==> src/rtl/ttl_pkg.sv <==
// rtl/ttl_pkg.sv - shared constants and helpers for the scanned TTL data selector
//
// Purpose : holds the select-mode encodings and a constant-evaluable clog2
//           used to size the select path of ttl_mux_scan and ttl_scan_ctr.
// Ports   : none (package).

package ttl_pkg;

    // Select source: manual select word or the internal scan counter.
    localparam logic MODE_MANUAL = 1'b0;
    localparam logic MODE_SCAN   = 1'b1;

    // Ceiling log2, usable in parameter expressions. Returns 0 for n <= 1,
    // so callers that need at least one select bit clamp the result.
    function automatic int clog2(input int n);
        int r;
        r = 0;
        for (int i = 0; i < 31; i++) begin
            if ((1 << i) < n) begin
                r = i + 1;
            end
        end
        return r;
    endfunction

endpackage

==> src/rtl/ttl_scan_ctr.sv <==
// rtl/ttl_scan_ctr.sv - scan select counter with wrap pulse for ttl_mux_scan
//
// Purpose : steps through select values 0..INPUTS-1 on single-cycle step
//           ticks while in scan mode, and flags each wrap back to 0 with a
//           registered one-cycle pulse.
// Ports   :
//   i_clk       in   1      system clock, rising edge
//   i_rst_n     in   1      asynchronous active-low reset
//   i_mode      in   1      MODE_SCAN enables stepping; MODE_MANUAL holds
//   i_step      in   1      advance tick
//   i_sync_clr  in   1      synchronous clear, overrides step
//   o_cnt       out  SEL_W  current scan counter value
//   o_wrap      out  1      registered pulse, high the cycle after a wrap

module ttl_scan_ctr
    import ttl_pkg::*;
#(
    parameter int INPUTS = 4,
    parameter int SEL_W  = 2
) (
    input  logic             i_clk,
    input  logic             i_rst_n,
    input  logic             i_mode,
    input  logic             i_step,
    input  logic             i_sync_clr,
    output logic [SEL_W-1:0] o_cnt,
    output logic             o_wrap
);

    localparam logic [SEL_W-1:0] LAST = SEL_W'(INPUTS - 1);

    logic [SEL_W-1:0] r_cnt;
    logic             r_wrap;
    logic [SEL_W-1:0] w_cnt_nxt;
    logic             w_wrap_nxt;

    // Clear beats step, so a simultaneous clear and step at the last value
    // returns to 0 without producing a wrap pulse.
    always_comb begin
        w_cnt_nxt  = r_cnt;
        w_wrap_nxt = 1'b0;
        if (i_sync_clr) begin
            w_cnt_nxt = '0;
        end else if ((i_mode == MODE_SCAN) && i_step) begin
            if (r_cnt == LAST) begin
                w_cnt_nxt  = '0;
                w_wrap_nxt = 1'b1;
            end else begin
                w_cnt_nxt = r_cnt + SEL_W'(1);
            end
        end
    end

    always_ff @(posedge i_clk or negedge i_rst_n) begin
        if (!i_rst_n) begin
            r_cnt  <= '0;
            r_wrap <= 1'b0;
        end else begin
            r_cnt  <= w_cnt_nxt;
            r_wrap <= w_wrap_nxt;
        end
    end

    assign o_cnt  = r_cnt;
    assign o_wrap = r_wrap;

endmodule

==> src/rtl/ttl_mux_scan.sv <==
// rtl/ttl_mux_scan.sv - multi-group strobed data selector with scan counter
//
// Purpose : CHANNELS independent 1-of-INPUTS selectors of WIDTH-bit words with
//           a shared select, per-group active-low strobe, a combinational
//           output for drop-in use next to the TTL chip models, and a
//           registered copy for the display path. The select comes either
//           from sel or from an internal auto-stepping scan counter.
// Ports   :
//   clk       in   1                        system clock, rising edge
//   _rst      in   1                        asynchronous active-low reset
//   _stb      in   CHANNELS                 per-group strobe, high forces 0
//   mode      in   1                        0 manual (sel), 1 scan counter
//   sel       in   SEL_W                    manual select
//   step      in   1                        scan advance tick
//   sync_clr  in   1                        synchronous scan counter clear
//   d         in   CHANNELS*INPUTS*WIDTH    group g input i at
//                                           [(g*INPUTS+i)*WIDTH +: WIDTH]
//   y_comb    out  CHANNELS*WIDTH           combinational selected data
//   y         out  CHANNELS*WIDTH           y_comb registered, 1-cycle latency
//   cur_sel   out  SEL_W                    effective select in use
//   wrap      out  1                        pulse the cycle after a scan wrap

module ttl_mux_scan
    import ttl_pkg::*;
#(
    parameter  int CHANNELS = 2,
    parameter  int INPUTS   = 4,
    parameter  int WIDTH    = 1,
    localparam int SEL_W    = (clog2(INPUTS) > 1) ? clog2(INPUTS) : 1
) (
    input  logic                         clk,
    input  logic                         _rst,
    input  logic [CHANNELS-1:0]          _stb,
    input  logic                         mode,
    input  logic [SEL_W-1:0]             sel,
    input  logic                         step,
    input  logic                         sync_clr,
    input  logic [CHANNELS*INPUTS*WIDTH-1:0] d,
    output logic [CHANNELS*WIDTH-1:0]    y_comb,
    output logic [CHANNELS*WIDTH-1:0]    y,
    output logic [SEL_W-1:0]             cur_sel,
    output logic                         wrap
);

    logic [SEL_W-1:0]          w_cnt;
    logic                      w_wrap;
    logic [SEL_W-1:0]          w_eff;
    logic [CHANNELS*WIDTH-1:0] w_y_comb;
    logic [CHANNELS*WIDTH-1:0] r_y;

    ttl_scan_ctr #(
        .INPUTS (INPUTS),
        .SEL_W  (SEL_W)
    ) u_scan_ctr (
        .i_clk      (clk),
        .i_rst_n    (_rst),
        .i_mode     (mode),
        .i_step     (step),
        .i_sync_clr (sync_clr),
        .o_cnt      (w_cnt),
        .o_wrap     (w_wrap)
    );

    assign w_eff = (mode == MODE_SCAN) ? w_cnt : sel;

    // Decoded select rather than an indexed part-select: when INPUTS is not
    // a power of two, select codes >= INPUTS match no input and the group
    // reads 0 instead of X or a neighbouring group's data.
    always_comb begin
        w_y_comb = '0;
        for (int g = 0; g < CHANNELS; g++) begin
            for (int i = 0; i < INPUTS; i++) begin
                if (!_stb[g] && (w_eff == SEL_W'(i))) begin
                    w_y_comb[g*WIDTH +: WIDTH] = d[(g*INPUTS+i)*WIDTH +: WIDTH];
                end
            end
        end
    end

    always_ff @(posedge clk or negedge _rst) begin
        if (!_rst) begin
            r_y <= '0;
        end else begin
            r_y <= w_y_comb;
        end
    end

    assign y_comb  = w_y_comb;
    assign y       = r_y;
    assign cur_sel = w_eff;
    assign wrap    = w_wrap;

endmodule

==> config.mk <==
export PLATFORM = sky130hd
export DESIGN_NAME = ttl_mux_scan
export DESIGN_NICKNAME = d
export VERILOG_FILES = /design/src/rtl/ttl_pkg.sv /design/src/rtl/ttl_scan_ctr.sv /design/src/rtl/ttl_mux_scan.sv
export SDC_FILE = /design/constraint.sdc
export NUM_CORES = 1
export LEC_CHECK = 0
export CAP_MARGIN = 20
export CORE_AREA = 2 2 39 41
export CTS_BUF_LIST = sky130_fd_sc_hd__clkbuf_2
export CTS_CLUSTER_DIAMETER = 200
export CTS_CLUSTER_SIZE = 20
export DETAILED_ROUTE_END_ITERATION = 8
export DIE_AREA = 0 0 41 43
export PLACE_DENSITY = 0.7
export SLEW_MARGIN = 20
export SYNTH_ARGS = -nofsm -noshare
export SYNTH_HDL_FRONTEND = slang
export SYNTH_SLANG_ARGS = --single-unit
==> constraint.sdc <==
create_clock -name clk -period 1.4 [get_ports clk]
set_clock_uncertainty 0.15 [all_clocks]
set_input_delay 0.28 -clock clk [delete_from_list [all_inputs] [get_ports clk]]
set_output_delay 0.28 -clock clk [all_outputs]
set_load 0.02 [all_outputs]
==> out/metrics.yaml <==
status:
  status: "finished, violations left"
  violations: "setup timing"
job:
  maxCapViolCount: 0
clock_tree:
  clkTransAtPathRegs_ns: 0.06
  clockBufferDepth: 2
  numClockSinks: 5
  tritoncts: "built"
  insertion_delay_ns: 0.21
  numCtsBuffers: 3
  clock-root-buffer: "clkbuf_2"
  hold_buffers: 0
  cts_max_level: 1
floorplanning:
  start_util: 0.266
  chipWidth_um: 41
  dieArea_um2: 1760
  rows: 14
  io_pins: 24
  core_area_um2: 1380
  die_h_um: 43
drt:
  drc_errors: 0
  vias_per_cell: 4.86
  antenna_left: 0
  avgRoutedWirePerCell_um: 13.6
  drt_iter0_drc: 4
  num_vias: 520
  first_pass_iters: 2
  routed_wl_um: 1450
timing:
  finalHoldViolCount: 0
  drv_slew: 0
  rsz0062_at_grt: "yes"
  setup_tns_ns: -1.45
  min_period_ns: 1.87
  fmax_mhz: 534
  finalSetupViolCount: 7
  worst_pin_slew_ns: 0.251
  slew_headroom: 0.833
  layout_setup_ws_ns: -0.472
  fin_crit_sh: 1.34
synth:
  ys_seq_area_frac: 0.340
  netlist.top_cell.by_area: "dfrtp_1"
  synth_area_um2: 368
  synth_area_per_cell_um2: 8.00
  netlist_instances: 46
  synth_fp_nets: 64
  synth_seq_cells: 5
  synth_top_area_frac: 0.340
  synth_warnings: 0
  synth.area.top_cells: "dfrtp_1 (34%), a21oi_1 (9.5%), o32ai_1 (9.5%)"
  yosysUniqueCellTypes: 19
place:
  dp_hpwl_um: 852
  placed_cell_area_um2: 706
  gp_congestion: 0.751
  dp.cells: 92
  io_buffers: 23
worst_setup_path:
  cp_num_buf_inv: 1
  crit_chain: "nand2_4 > a21oi_2 > or3_4 > o32ai_4 > buf_6"
  worstSetupStartpointType: "flop"
  critPathSlowestCell: "dfrtp_2"
  end_kind: "output port"
  slowest_delay_ns: 0.44
  setup.worst_path.class: "flop to output port"
  reg2reg_slack_ns: -0.17
  crit_fanout: 4
  cpLargestDelayFamily: "simple AND/OR/NAND/NOR gates"
  cp_data_required_time_ns: 0.97
  crit_arrival_ns: 1.44
power_and_ir_drop:
  comb_power_share: 0.473
  seqPwrFrac: 0.285
  p_leak_nw: 0.453
  p_total_w: 0.000550
  clockPowerShare: 0.242
  pwr_density_cell_nw_per_um2: 576
  ir_drop_mv: 0.393
  power.switching_w: 0.000178
  internal_power_w: 0.000372
  p_sw_frac: 0.324
final_layout:
  regArea_um2: 126
  final_cells: 107
  num_antenna_cells: 0
  area_growth_pct: 160
  final_layout_size_suffix_gt1_frac: 0.604
  final_util: 0.690
  nFillCells: 125
  fin_nets: 110
  multi_input_area_um2: 375
  fin_area_um2: 955
global_routing:
  grt_usage: 0.173
  grt_max_degree: 6
  grt_pass1_vias: 546
  antenna_found_initial: 0
  grt_overflow: 0
  grt_pass1_wl_um: 2080
min_path:
  hold_path.class: "input port to async pin"
## worst register-to-register path: stages (launching register included)
cell and delay [ns]:
dfrtp_2 0.44, buf_6 0.15, nor2_4 0.09, o32ai_2 0.09, a21oi_2 0.17, o32ai_4 0.12
buf_4 0.14, buf_4 0.12
## cell families (layout without fill, tap and decap cells)
group,count (synthesis),after routing,share of synthesized area
and+or+nand+nor,21,21,0.310
DFF,5,5,0.340
adders and majority gates,1,1,0.0340
AOI/OAI and AO/OA,14,14,0.245
buffers and inverters,5,50,0.0714
## cells in the final DEF, fill, tap and decap left out, types with 2 or more instances in the layout
cell	n
inv_1	3
dlymetal6s2s_1	2
dlygate4sd2_1	7
o32ai_4	2
buf_4	13
buf_6	10
clkdlybuf4s50_1	9
a21oi_2	5
nand2b_4	2
o32ai_2	2
clkbuf_2	4
dfrtp_1	4
nor2_4	2
nand2_1	2
nand2_4	2
or3_4	2
nor2_1	4
a21oi_1	3
nand2_2	2
## flip-flops by register name, indices dropped and copies added, names as in the netlist
signal and cells:
u_scan_ctr.o_cnt 2, u_scan_ctr.o_wrap 1, y 2
## timing repair
action,in CTS,in global routing
resized for setup,50,18
pin swaps,6,11
buffers inserted,9,3
endpoints found under the setup margin,9,8
## path summary, 6_finish.rpt
path / start / endpoint / cells past startpoint
worst max-delay path: u_scan_ctr.o_cnt[1]$_DFFE_PN0P_ / y_comb[0] / 5
worst min-delay path: _rst / y[0]$_DFF_PN0_ / 1
worst max register to register: u_scan_ctr.o_cnt[1]$_DFFE_PN0P_ / y[0]$_DFF_PN0_ / 7
worst min register to register: u_scan_ctr.o_cnt[1]$_DFFE_PN0P_ / u_scan_ctr.o_cnt[1]$_DFFE_PN0P_ / 4
max in group asynchronous: _rst / u_scan_ctr.o_cnt[1]$_DFFE_PN0P_ / 1
min in group clk: step / u_scan_ctr.o_cnt[1]$_DFFE_PN0P_ / 3
## cell usage after synthesis
library cell  n
a21oi_1       7
a21oi_2       1
a31oi_1       1
buf_6         1
dfrtp_1       5
ha_1          1
inv_1         4
nand2_1       5
nand2_4       1
nand2b_1      1
nand2b_2      2
nand3_1       1
nand3b_1      1
nor2_1        6
nor3_1        1
nor3b_1       1
o21ai_1       1
o32ai_1       4
or3_1         2
## through the flow
stage | hold slack, ns | setup slack [ns]
finish | 0.134 | -0.472
global route | 0.119 | -0.548
CTS | 0.128 | -0.486
detailed placement | 0.366 | -1.17
global placement | 0.362 | -1.15
floorplan | -0.166 | -0.140
## per-layer routing
metal / share of wire / track usage / wire, um
met1: 0.32 / 0.160 / 463
met2: 0.59 / 0.303 / 853
met3: 0.064 / 0.0628 / 93
met4: 0.029 / 0.0867 / 42
met5: 0 / 0 / 0
## power groups by stage
stage	Sequential [W]	Clock, W	Combinational [W]
2_1_floorplan	0.000168	0	0.0000755
3_3_place_gp	0.000161	0	0.000187
3_5_place_dp	0.000161	0	0.000190
4_1_cts	0.000156	0.000138	0.000232
5_1_grt	0.000157	0.000154	0.000279
6_report	0.000157	0.000133	0.000260
## layout make-up
cell class / count / area share
well taps: 16 / 0.0210
repair buffers: 42 / 0.417
flip-flops and latches: 5 / 0.132
clock buffers: 4 / 0.0210
multi-input cells: 36 / 0.393
inverters: 4 / 0.0157
Note: power is estimated with default switching activity, not from simulation.
